$ cat src/rtl/cg_rvarch_decode_stage_if.sv
// Upstream/downstream handshake and decoded-field bundle for the RISC-V decode stage.
// The master side is the environment (fetch plus consumer); the slave side is the stage itself.
interface cg_rvarch_decode_stage_if #(
   parameter int XLEN     = 32,
   parameter int PC_WIDTH = XLEN
);
   logic                i_flush;
   logic                i_valid;
   logic                o_ready;
   logic [31:0]         i_instr;
   logic [PC_WIDTH-1:0] i_pc;
   logic                o_valid;
   logic                i_ready;
   logic [PC_WIDTH-1:0] o_pc;
   logic [6:0]          o_opcode;
   logic [4:0]          o_rd;
   logic [4:0]          o_rs1;
   logic [4:0]          o_rs2;
   logic [2:0]          o_funct3;
   logic [6:0]          o_funct7;
   logic [XLEN-1:0]     o_imm;
   logic                o_rd_we;
   logic                o_is_branch;
   logic                o_illegal;

   modport master (
      output i_flush, i_valid, i_instr, i_pc, i_ready,
      input  o_ready, o_valid, o_pc, o_opcode, o_rd, o_rs1, o_rs2,
             o_funct3, o_funct7, o_imm, o_rd_we, o_is_branch, o_illegal
   );

   modport slave (
      input  i_flush, i_valid, i_instr, i_pc, i_ready,
      output o_ready, o_valid, o_pc, o_opcode, o_rd, o_rs1, o_rs2,
             o_funct3, o_funct7, o_imm, o_rd_we, o_is_branch, o_illegal
   );
endinterface

$ cat src/rtl/cg_rvarch_decode_stage.sv
// Registered RV32/RV64 instruction decode stage behind a two-entry skid FIFO.
// Instructions are decoded on entry, so the FIFO holds fully decoded bundles.
module cg_rvarch_decode_stage #(
   parameter int XLEN     = 32,
   parameter int PC_WIDTH = XLEN
) (
   input  logic                      i_clk,
   input  logic                      i_rst_n,
   cg_rvarch_decode_stage_if.slave   io_bus
);

   if (!(XLEN == 32 || XLEN == 64)) begin : g_badXlen
      $error("cg_rvarch_decode_stage: XLEN must be 32 or 64");
   end

   localparam bit IS_RV64 = (XLEN == 64);

   localparam logic [6:0] OPC_LOAD      = 7'b0000011;
   localparam logic [6:0] OPC_MISC_MEM  = 7'b0001111;
   localparam logic [6:0] OPC_OP_IMM    = 7'b0010011;
   localparam logic [6:0] OPC_AUIPC     = 7'b0010111;
   localparam logic [6:0] OPC_OP_IMM_32 = 7'b0011011;
   localparam logic [6:0] OPC_STORE     = 7'b0100011;
   localparam logic [6:0] OPC_OP        = 7'b0110011;
   localparam logic [6:0] OPC_LUI       = 7'b0110111;
   localparam logic [6:0] OPC_OP_32     = 7'b0111011;
   localparam logic [6:0] OPC_BRANCH    = 7'b1100011;
   localparam logic [6:0] OPC_JALR      = 7'b1100111;
   localparam logic [6:0] OPC_JAL       = 7'b1101111;
   localparam logic [6:0] OPC_SYSTEM    = 7'b1110011;

   typedef enum logic [1:0] {
      ST_EMPTY = 2'd0,
      ST_ONE   = 2'd1,
      ST_FULL  = 2'd2
   } stateT;

   typedef struct packed {
      logic [PC_WIDTH-1:0] pc;
      logic [XLEN-1:0]     imm;
      logic [6:0]          opcode;
      logic [4:0]          rd;
      logic [4:0]          rs1;
      logic [4:0]          rs2;
      logic [2:0]          funct3;
      logic [6:0]          funct7;
      logic                rdWe;
      logic                isBranch;
      logic                illegal;
   } entryT;

   stateT       r_state;
   stateT       w_nextState;
   logic        r_ready;
   entryT       r_head;
   entryT       r_tail;
   entryT       w_decoded;
   logic [31:0] w_instr;
   logic [31:0] w_imm32;
   logic        w_legal;
   logic        w_writer;
   logic        w_push;
   logic        w_pop;
   logic        w_loadHeadIn;
   logic        w_loadHeadTail;
   logic        w_loadTail;

   assign w_instr = io_bus.i_instr;

   // Immediates are formed at 32 bits and sign-extended to XLEN afterwards.
   always_comb begin
      w_imm32  = '0;
      w_legal  = 1'b0;
      w_writer = 1'b0;
      case (w_instr[6:0])
         OPC_LUI, OPC_AUIPC: begin
            w_imm32  = {w_instr[31:12], 12'h000};
            w_legal  = 1'b1;
            w_writer = 1'b1;
         end
         OPC_JAL: begin
            w_imm32  = {{12{w_instr[31]}}, w_instr[19:12], w_instr[20], w_instr[30:21], 1'b0};
            w_legal  = 1'b1;
            w_writer = 1'b1;
         end
         OPC_JALR, OPC_LOAD, OPC_OP_IMM: begin
            w_imm32  = {{20{w_instr[31]}}, w_instr[31:20]};
            w_legal  = 1'b1;
            w_writer = 1'b1;
         end
         OPC_OP_IMM_32: begin
            w_imm32  = {{20{w_instr[31]}}, w_instr[31:20]};
            w_legal  = IS_RV64;
            w_writer = IS_RV64;
         end
         OPC_STORE: begin
            w_imm32  = {{20{w_instr[31]}}, w_instr[31:25], w_instr[11:7]};
            w_legal  = 1'b1;
         end
         OPC_BRANCH: begin
            w_imm32  = {{20{w_instr[31]}}, w_instr[7], w_instr[30:25], w_instr[11:8], 1'b0};
            w_legal  = 1'b1;
         end
         OPC_OP: begin
            w_legal  = 1'b1;
            w_writer = 1'b1;
         end
         OPC_OP_32: begin
            w_legal  = IS_RV64;
            w_writer = IS_RV64;
         end
         OPC_MISC_MEM, OPC_SYSTEM: begin
            w_legal  = 1'b1;
         end
         default: begin
            w_legal  = 1'b0;
         end
      endcase
   end

   always_comb begin
      w_decoded          = '0;
      w_decoded.pc       = io_bus.i_pc;
      w_decoded.imm      = XLEN'($signed(w_imm32));
      w_decoded.opcode   = w_instr[6:0];
      w_decoded.rd       = w_instr[11:7];
      w_decoded.funct3   = w_instr[14:12];
      w_decoded.rs1      = w_instr[19:15];
      w_decoded.rs2      = w_instr[24:20];
      w_decoded.funct7   = w_instr[31:25];
      w_decoded.rdWe     = w_writer && (w_instr[11:7] != 5'd0);
      w_decoded.isBranch = (w_instr[6:0] == OPC_BRANCH);
      w_decoded.illegal  = !w_legal;
   end

   assign w_push = io_bus.i_valid && r_ready;
   assign w_pop  = (r_state != ST_EMPTY) && io_bus.i_ready;

   // Occupancy FSM; at one entry a simultaneous push and pop replaces the head in place.
   always_comb begin
      w_nextState    = r_state;
      w_loadHeadIn   = 1'b0;
      w_loadHeadTail = 1'b0;
      w_loadTail     = 1'b0;
      if (io_bus.i_flush) begin
         w_nextState = ST_EMPTY;
      end else begin
         case (r_state)
            ST_EMPTY: begin
               if (w_push) begin
                  w_loadHeadIn = 1'b1;
                  w_nextState  = ST_ONE;
               end
            end
            ST_ONE: begin
               if (w_push && w_pop) begin
                  w_loadHeadIn = 1'b1;
               end else if (w_push) begin
                  w_loadTail  = 1'b1;
                  w_nextState = ST_FULL;
               end else if (w_pop) begin
                  w_nextState = ST_EMPTY;
               end
            end
            ST_FULL: begin
               if (w_pop) begin
                  w_loadHeadTail = 1'b1;
                  w_nextState    = ST_ONE;
               end
            end
            default: begin
               w_nextState = ST_EMPTY;
            end
         endcase
      end
   end

   // Ready is registered from the next occupancy so it never depends on i_ready combinationally.
   always_ff @(posedge i_clk or negedge i_rst_n) begin
      if (!i_rst_n) begin
         r_state <= ST_EMPTY;
         r_ready <= 1'b0;
      end else begin
         r_state <= w_nextState;
         r_ready <= (w_nextState != ST_FULL);
      end
   end

   always_ff @(posedge i_clk or negedge i_rst_n) begin
      if (!i_rst_n) begin
         r_head <= '0;
         r_tail <= '0;
      end else begin
         if (w_loadHeadIn) begin
            r_head <= w_decoded;
         end else if (w_loadHeadTail) begin
            r_head <= r_tail;
         end
         if (w_loadTail) begin
            r_tail <= w_decoded;
         end
      end
   end

   assign io_bus.o_ready     = r_ready;
   assign io_bus.o_valid     = (r_state != ST_EMPTY);
   assign io_bus.o_pc        = r_head.pc;
   assign io_bus.o_imm       = r_head.imm;
   assign io_bus.o_opcode    = r_head.opcode;
   assign io_bus.o_rd        = r_head.rd;
   assign io_bus.o_rs1       = r_head.rs1;
   assign io_bus.o_rs2       = r_head.rs2;
   assign io_bus.o_funct3    = r_head.funct3;
   assign io_bus.o_funct7    = r_head.funct7;
   assign io_bus.o_rd_we     = r_head.rdWe;
   assign io_bus.o_is_branch = r_head.isBranch;
   assign io_bus.o_illegal   = r_head.illegal;

endmodule

$ cat src/flat_wrapper.sv
// flat-port wrapper written by rule: the top's interface ports become plain ports
module cg_rvarch_decode_stage_flat 
#(
   parameter int XLEN     = 32,
   parameter int PC_WIDTH = XLEN
)
  (i_clk, i_rst_n, io_bus_i_flush, io_bus_i_valid, io_bus_i_instr, io_bus_i_pc, io_bus_i_ready, io_bus_o_ready, io_bus_o_valid, io_bus_o_pc, io_bus_o_opcode, io_bus_o_rd, io_bus_o_rs1, io_bus_o_rs2, io_bus_o_funct3, io_bus_o_funct7, io_bus_o_imm, io_bus_o_rd_we, io_bus_o_is_branch, io_bus_o_illegal);
  cg_rvarch_decode_stage_if #(.XLEN(XLEN), .PC_WIDTH(PC_WIDTH)) io_bus_i ();
  input  logic i_clk;
  input  logic i_rst_n;
  input wire logic [$bits(io_bus_i.i_flush)-1:0] io_bus_i_flush;
  input wire logic [$bits(io_bus_i.i_valid)-1:0] io_bus_i_valid;
  input wire logic [$bits(io_bus_i.i_instr)-1:0] io_bus_i_instr;
  input wire logic [$bits(io_bus_i.i_pc)-1:0] io_bus_i_pc;
  input wire logic [$bits(io_bus_i.i_ready)-1:0] io_bus_i_ready;
  output wire logic [$bits(io_bus_i.o_ready)-1:0] io_bus_o_ready;
  output wire logic [$bits(io_bus_i.o_valid)-1:0] io_bus_o_valid;
  output wire logic [$bits(io_bus_i.o_pc)-1:0] io_bus_o_pc;
  output wire logic [$bits(io_bus_i.o_opcode)-1:0] io_bus_o_opcode;
  output wire logic [$bits(io_bus_i.o_rd)-1:0] io_bus_o_rd;
  output wire logic [$bits(io_bus_i.o_rs1)-1:0] io_bus_o_rs1;
  output wire logic [$bits(io_bus_i.o_rs2)-1:0] io_bus_o_rs2;
  output wire logic [$bits(io_bus_i.o_funct3)-1:0] io_bus_o_funct3;
  output wire logic [$bits(io_bus_i.o_funct7)-1:0] io_bus_o_funct7;
  output wire logic [$bits(io_bus_i.o_imm)-1:0] io_bus_o_imm;
  output wire logic [$bits(io_bus_i.o_rd_we)-1:0] io_bus_o_rd_we;
  output wire logic [$bits(io_bus_i.o_is_branch)-1:0] io_bus_o_is_branch;
  output wire logic [$bits(io_bus_i.o_illegal)-1:0] io_bus_o_illegal;
  assign io_bus_i.i_flush = io_bus_i_flush;
  assign io_bus_i.i_valid = io_bus_i_valid;
  assign io_bus_i.i_instr = io_bus_i_instr;
  assign io_bus_i.i_pc = io_bus_i_pc;
  assign io_bus_i.i_ready = io_bus_i_ready;
  assign io_bus_o_ready = io_bus_i.o_ready;
  assign io_bus_o_valid = io_bus_i.o_valid;
  assign io_bus_o_pc = io_bus_i.o_pc;
  assign io_bus_o_opcode = io_bus_i.o_opcode;
  assign io_bus_o_rd = io_bus_i.o_rd;
  assign io_bus_o_rs1 = io_bus_i.o_rs1;
  assign io_bus_o_rs2 = io_bus_i.o_rs2;
  assign io_bus_o_funct3 = io_bus_i.o_funct3;
  assign io_bus_o_funct7 = io_bus_i.o_funct7;
  assign io_bus_o_imm = io_bus_i.o_imm;
  assign io_bus_o_rd_we = io_bus_i.o_rd_we;
  assign io_bus_o_is_branch = io_bus_i.o_is_branch;
  assign io_bus_o_illegal = io_bus_i.o_illegal;
  cg_rvarch_decode_stage #(.XLEN(XLEN), .PC_WIDTH(PC_WIDTH)) u_core (.i_clk(i_clk), .i_rst_n(i_rst_n), .io_bus(io_bus_i));
endmodule
$ cat config.mk
export PLATFORM = sky130hd
export DESIGN_NAME = cg_rvarch_decode_stage_flat
export DESIGN_NICKNAME = d
export VERILOG_FILES = /design/src/rtl/cg_rvarch_decode_stage_if.sv /design/src/rtl/cg_rvarch_decode_stage.sv /design/src/flat_wrapper.sv
export SDC_FILE = /design/constraint.sdc
export NUM_CORES = 1
export LEC_CHECK = 0
export BUFFER_PORTS_ARGS = -buffer_cell sky130_fd_sc_hd__buf_2
export CAP_MARGIN = 20
export CORE_UTILIZATION = 50
export DETAILED_ROUTE_END_ITERATION = 8
export PLACE_DENSITY = 0.83
export SLEW_MARGIN = 5
export SYNTH_ARGS = -nofsm -noshare
export SYNTH_HDL_FRONTEND = slang
export SYNTH_SLANG_ARGS = --single-unit
$ cat constraint.sdc
create_clock -name i_clk -period 1.75 [get_ports i_clk]
set_clock_uncertainty 0.05 [all_clocks]
set_input_delay 0.2625 -clock i_clk [delete_from_list [all_inputs] [get_ports i_clk]]
set_output_delay 0.2625 -clock i_clk [all_outputs]
set_load 0.01 [all_outputs]
## Yosys cells after proc, flatten, opt, wreduce, memory -nomap -nowiden

Index checks and enable logic that the tools add are counted.
Widths: inputs -> output; s select.

- Register bits: 201
- Latch bits: 0
- Memory bits (writable): 0
- ROM bits: 0
- Input bits: 69
- Output and inout bits: 101
- Logic and storage cells: 74
- Memories: 0

- Add/subtract/negate cells: 0
- Multiply operators: 0
- Div/mod/pow operators: 0
- Magnitude comparators: 0
- Eq/ne operators: 15
- Shifts and indexed selects: 0
- Muxes and demuxes: 22
- Bitwise gates (word level): 0
- Reduce and logical (&&, ||, !) cells: 13

Operators by type and width:

| operator | count |
|---|---|
| $mux 99 | 2 |
| $pmux 32 s5 | 1 |
| $eq 7x7->1 const B | 4 |
| $eq 7x5->1 const B | 3 |
| $eq 7x6->1 const B | 3 |
| $mux 2 | 6 |
| $mux 1 | 11 |
| $reduce_or 11->1 | 1 |
| $eq 7x2->1 const B | 1 |
| $eq 7x4->1 const B | 1 |
| $reduce_or 7->1 | 1 |
| $pmux 2 s3 | 1 |
| $reduce_bool 5->1 | 1 |
| $logic_and 1x1->1 | 4 |
| $reduce_bool 2->1 | 2 |
| $reduce_or 4->1 | 1 |
| $eq 2x1->1 const B | 1 |
| $eq 2x2->1 const B | 1 |
| $logic_not 2->1 | 1 |
| $ne 2x2->1 const B | 1 |
| $pmux 1 s2 | 1 |
| $reduce_or 2->1 | 1 |
| $logic_not 1->1 | 1 |

## Logic depth before layout (Yosys ltp)

- Word-level depth: 8
- Gate-level depth with buffers: 7
- Mapped depth without buffers: 4

## Least setup slack after synthesis

Ideal clock, no wire load.

- Path type: register to register
- Start point: reg u_core.r_ready, in the netlist u_core.io_bus.o_ready
- End point: reg u_core.r_tail[10] (netlist bit)
- Library setup time: 0.125 ns
- Arrival time: 1.545 ns
- Data required time: 1.575 ns
- Path slack: 0.030 ns
- Cell stages (with the launch flop): 6
- Path buffers: 2
- Clock period less this slack: 1.720 ns
- Path through: dfrtp_1 -> and4bb_2 -> nand2_2 -> buf_2 -> buf_2 -> mux2_2

- Longest elaborated chain between the ends: 5
- Elaborated cells between the ends (all ways): 6
- Classes of those cells: mux (4); reduce/logical (2)

RTL lines:

| element | RTL line | source |
|---|---|---|
| start: declaration | cg_rvarch_decode_stage.sv:54 | `logic r_ready;` |
| start signal: assignment | cg_rvarch_decode_stage.sv:185 | `r_ready <= (w_nextState != ST_FULL);` |
| $logic_and 1x1->1 * | cg_rvarch_decode_stage.sv:136 | `assign w_push = io_bus.i_valid && r_ready;` |
| $mux 1 / $logic_and 1x1->1 (equally long branches) | cg_rvarch_decode_stage.sv:158, cg_rvarch_decode_stage.sv:156 |  |
| $mux 1 * | cg_rvarch_decode_stage.sv:156 | `if (w_push && w_pop) begin` |
| $mux 1 * | cg_rvarch_decode_stage.sv:148 | `case (r_state)` |
| $mux 1 * | cg_rvarch_decode_stage.sv:145 | `if (io_bus.i_flush) begin` |
| end signal: assignment | cg_rvarch_decode_stage.sv:200 | `r_tail <= w_decoded;` |
| end: declaration | cg_rvarch_decode_stage.sv:56 | `entryT r_tail;` |

Mark *: on every way between the ends. The rest lies on a longest branch, timed or not.
A chain may end at the register's enable or synchronous reset.

## Worst setup path after layout

- Start point: in io_bus_i_flush
- End point: reg u_core.r_head, in the netlist u_core.io_bus.o_rd_we

- Longest elaborated chain between the ends: 2
- Elaborated cells between the ends (all ways): 4
- Classes of those cells: mux (3); reduce/logical (1)

RTL lines:

| element | RTL line | source |
|---|---|---|
| start: declaration | flat_wrapper.sv:11 | `input wire logic [$bits(io_bus_i.i_flush)-1:0] io_bus_i_flush;` |
| $mux 1 | cg_rvarch_decode_stage.sv:145 |  |
| $mux 99 / $reduce_bool 2->1 (equally long branches) | n/a |  |
| end signal: assignment | cg_rvarch_decode_stage.sv:195 | `r_head <= w_decoded;` |
| end signal: assignment | cg_rvarch_decode_stage.sv:197 | `r_head <= r_tail;` |
| end: declaration | cg_rvarch_decode_stage.sv:55 | `entryT r_head;` |

Several ways; a longest one is shown, not always the timed one.

==> impl_metrics.ini <==
[detailed_routing]
wl_per_cell_um = 20.6
drc = 0
drt_wl_total_mm = 25.4
drtPass1Iterations = 5
vias_per_cell = 6.00
dr_total_vias = 7392
antenna_left = 0
drtIter0Drc = 635

[sta]
final-setup-viol-count = 3
fin_crit_sh_pct = 102
hold_viol_final = 0
rsz0062_at_grt = yes
finalCriticalPeriod_ps = 1790
tightest_slew_ps = 514
finalMaxSlewViolations = 0
setup_ws_ps = -38.2
timing.hold.ws_ps = 16.9
max_freq_mhz = 559
slew_headroom_pct = 65.3

[yosys]
synth_edf_count = 0
syn_inst = 739
syn_area_um2 = 8510
syn_nets = 808
synth_area_leader_cell = dfrtp_1
synth_top_family_by_area = compound AO/OA/AOI/OAI gates
yosys.area.top_type_share_pct = 59.1
ys_ff_latch = 201
synth_mux_area_share_pct = 9.54
synth_area_per_cell_um2 = 11.5
seq_area_frac_synth_pct = 59.1
synth_common_cells = dfrtp_1 (201), nand2_1 (182), a22oi_1 (73)
synth_compound_area_share_pct = 16.0
yosys.area_share.simple_pct = 12.3
postSynth.asyncResetShare_pct = 100
ys.warnings.count = 0
yosysMostFrequentCell = dfrtp_1
synth-xor-area-share_pct = 0.103
synth_cell_types = 55
synth_fa_ha_area_share_pct = 0
synthTopCellsByArea = dfrtp_1 (59%), mux2_2 (8.6%), nand2_1 (8.0%)
synth_ff_type = dfrtp_1

[floorplan]
die_w_um = 132
die_area_um2 = 17500
core-area_um2 = 16600
rows = 47
die_height_um = 132
io_pins = 170
start_util_pct = 51.3

[place]
pre_cts_ws_ps = -467
hpwlAfterDp_mm = 14.3
io_buffers = 169
gp_congestion = 0.913

[grt]
grt_pass1_wl_mm = 36.7
use_met3_pct = 4.67
grt_usage_pct = 26.2
grt-busiest-layer = met2
grt_antenna_before_repair = 2
grt_pass1_vias = 7052
grt-ovfl-total = 0
grt_max_degree = 52
use_met1_pct = 34.9
grtUsageMet2_pct = 41.5

[clock_tree]
cts.htree.levels = 1
insertion_delay_ps = 510
clockBufferDepth = 3
cts_tree = yes
cts.sinks = 201
cts_buffers = 22
cts-root-buf = clkbuf_16
clk_pin_slew_ps = 70

[critical_path]
worstSetupStartpointType = input port
crit_chain = buf_2, dlygate4sd3_1, nand4bb_4, o22a_4, buf_12, a22o_1, a21o_1
rrSetupSlack_ps = -20
reg2reg_depth = 6
cp_num_buf_inv = 3
worst_ep_arrival_time_ps = 2140
cp-end-kind = register
max_stage_delay_ps = 610
rr_startpoint = u_core.r_state[1]
critical_path_required_ps = 2100
critPathSlowestCell = dlygate4sd3_1
criticalPathCategory = in2reg
rr_endpoint = u_core.io_bus.o_rd_we
critPathTopFamily = buffers and inverters
path_max_fanout = 9

[power]
power.total_mw = 13.0
cellPowerDensity_nw_per_um2 = 1110
leakage_nw = 5.77
vdd_drop_max_mv = 0.890

[min_path]
hold-path-endpoint = u_core.io_bus.o_imm[23]
holdCritStartpoint = io_bus_i_instr[23]
hp-class = in2reg
min_path_cells = 3

[job]
cap_violations = 0

[outcome]
status = finished, violations left
violations = negative setup slack

[cells_and_area]
final.fill_count = 1114
synthToLayoutAreaGrowth_pct = 37.4
layout.nets = 1064
drive_gt1_share_pct = 36.9
==> worst reg2reg max path, cell delays in order, from the launching register on <==
cell	delay, ps
dfrtp_1	390
buf_6	130
nand4bb_4	210
o22a_4	330
buf_12	180
a22o_1	200
a21o_1	180
==> state kept, by name, indices dropped and copies added (netlist names) <==
register	flops
u_core.io_bus.o_funct3	3
u_core.io_bus.o_funct7	7
u_core.io_bus.o_illegal	1
u_core.io_bus.o_imm	32
u_core.io_bus.o_is_branch	1
u_core.io_bus.o_opcode	7
u_core.io_bus.o_pc	32
u_core.io_bus.o_rd	5
u_core.io_bus.o_rd_we	1
u_core.io_bus.o_ready	1
u_core.io_bus.o_rs1	5
u_core.io_bus.o_rs2	5
u_core.r_state	2
u_core.r_tail	99
==> per-layer routing <==
layer	up-vias	share of wire [%]
met4	0	4.2
met5	-	0
met1	3690	39
met2	403	48
met3	91	8.1
li1	3208	-
==> power by group <==
group          switching (mW)  internal [mW]
Combinational            1.10           1.09
Sequential              0.477           5.47
Clock                    1.88           3.02
==> final cells by class <==
class / count / area, um2 / share of cell area (%)
Antenna cell: 2 / 5.00 / 0.0428
Timing Repair Buffer: 287 / 2250 / 19.3
Multi-Input combinational cell: 481 / 3350 / 28.7
Sequential cell: 201 / 5030 / 43.0
Clock inverter: 6 / 120 / 1.03
Tap cell: 220 / 275 / 2.35
Clock buffer: 33 / 652 / 5.57
Inverter: 2 / 7.51 / 0.0642
==> how the worst max path moves through the flow <==
stage,start,to,cells after the start,slack (ps)
2_1_floorplan,u_core.io_bus.o_ready,u_core.r_tail[10],5,30
3_3_place_gp,io_bus_i_instr[6],u_core.r_tail[64],6,-310
3_5_place_dp,io_bus_i_instr[6],u_core.r_tail[55],5,-470
4_1_cts,u_core.r_state[1],io_bus_o_valid,3,-20
5_1_grt,u_core.r_state[1],u_core.io_bus.o_rd_we,6,-90
6_report,io_bus_i_flush,u_core.io_bus.o_rd_we,7,-40
==> cell usage in the layout (no fill, tap or decap), drive strengths merged, types with 4 or more instances in the layout <==
cell	count
a21o	8
a221o	20
a22o	13
a22oi	73
buf	234
clkbuf	42
dfrtp	201
dlygate4sd3	43
mux2	65
mux2i	8
nand2	183
nand2b	9
nand3	9
nor2	4
nor3	7
o2111ai	11
o21ai	21
o221ai	4
==> per-stage QoR <==
stage | instances | cell area (um2) | setup TNS, ps | utilization, %
3_3_place_gp | 1130 | 9980 | -7010 | 60.2
5_1_grt | 1232 | 11700 | -693 | 70.5
4_1_cts | 1214 | 11300 | -21.6 | 68.1
3_5_place_dp | 1130 | 9980 | -10820 | 60.2
6_report | 1232 | 11700 | -79.7 | 70.5
2_1_floorplan | 739 | 8510 | 0 | -
==> repair_timing <==
item | CTS | global route
buffers inserted | 1 | 7
hold buffers | 43 | 0
gates resized for setup | 10 | 33
gates cloned | 1 | 10
endpoints found under the setup margin | 55 | 117
endpoints found under the hold margin | 132 | 0
pin swaps | 2 | 11
==> cells by family after synthesis <==
logic type | Yosys count
buffers and inverters | 57
XOR/XNOR | 1
flip-flops | 201
AO/OA/AOI/OAI | 170
AND/OR/NAND/NOR | 237
multiplexers | 73
No activity file was read; power rests on OpenSTA's default activity.
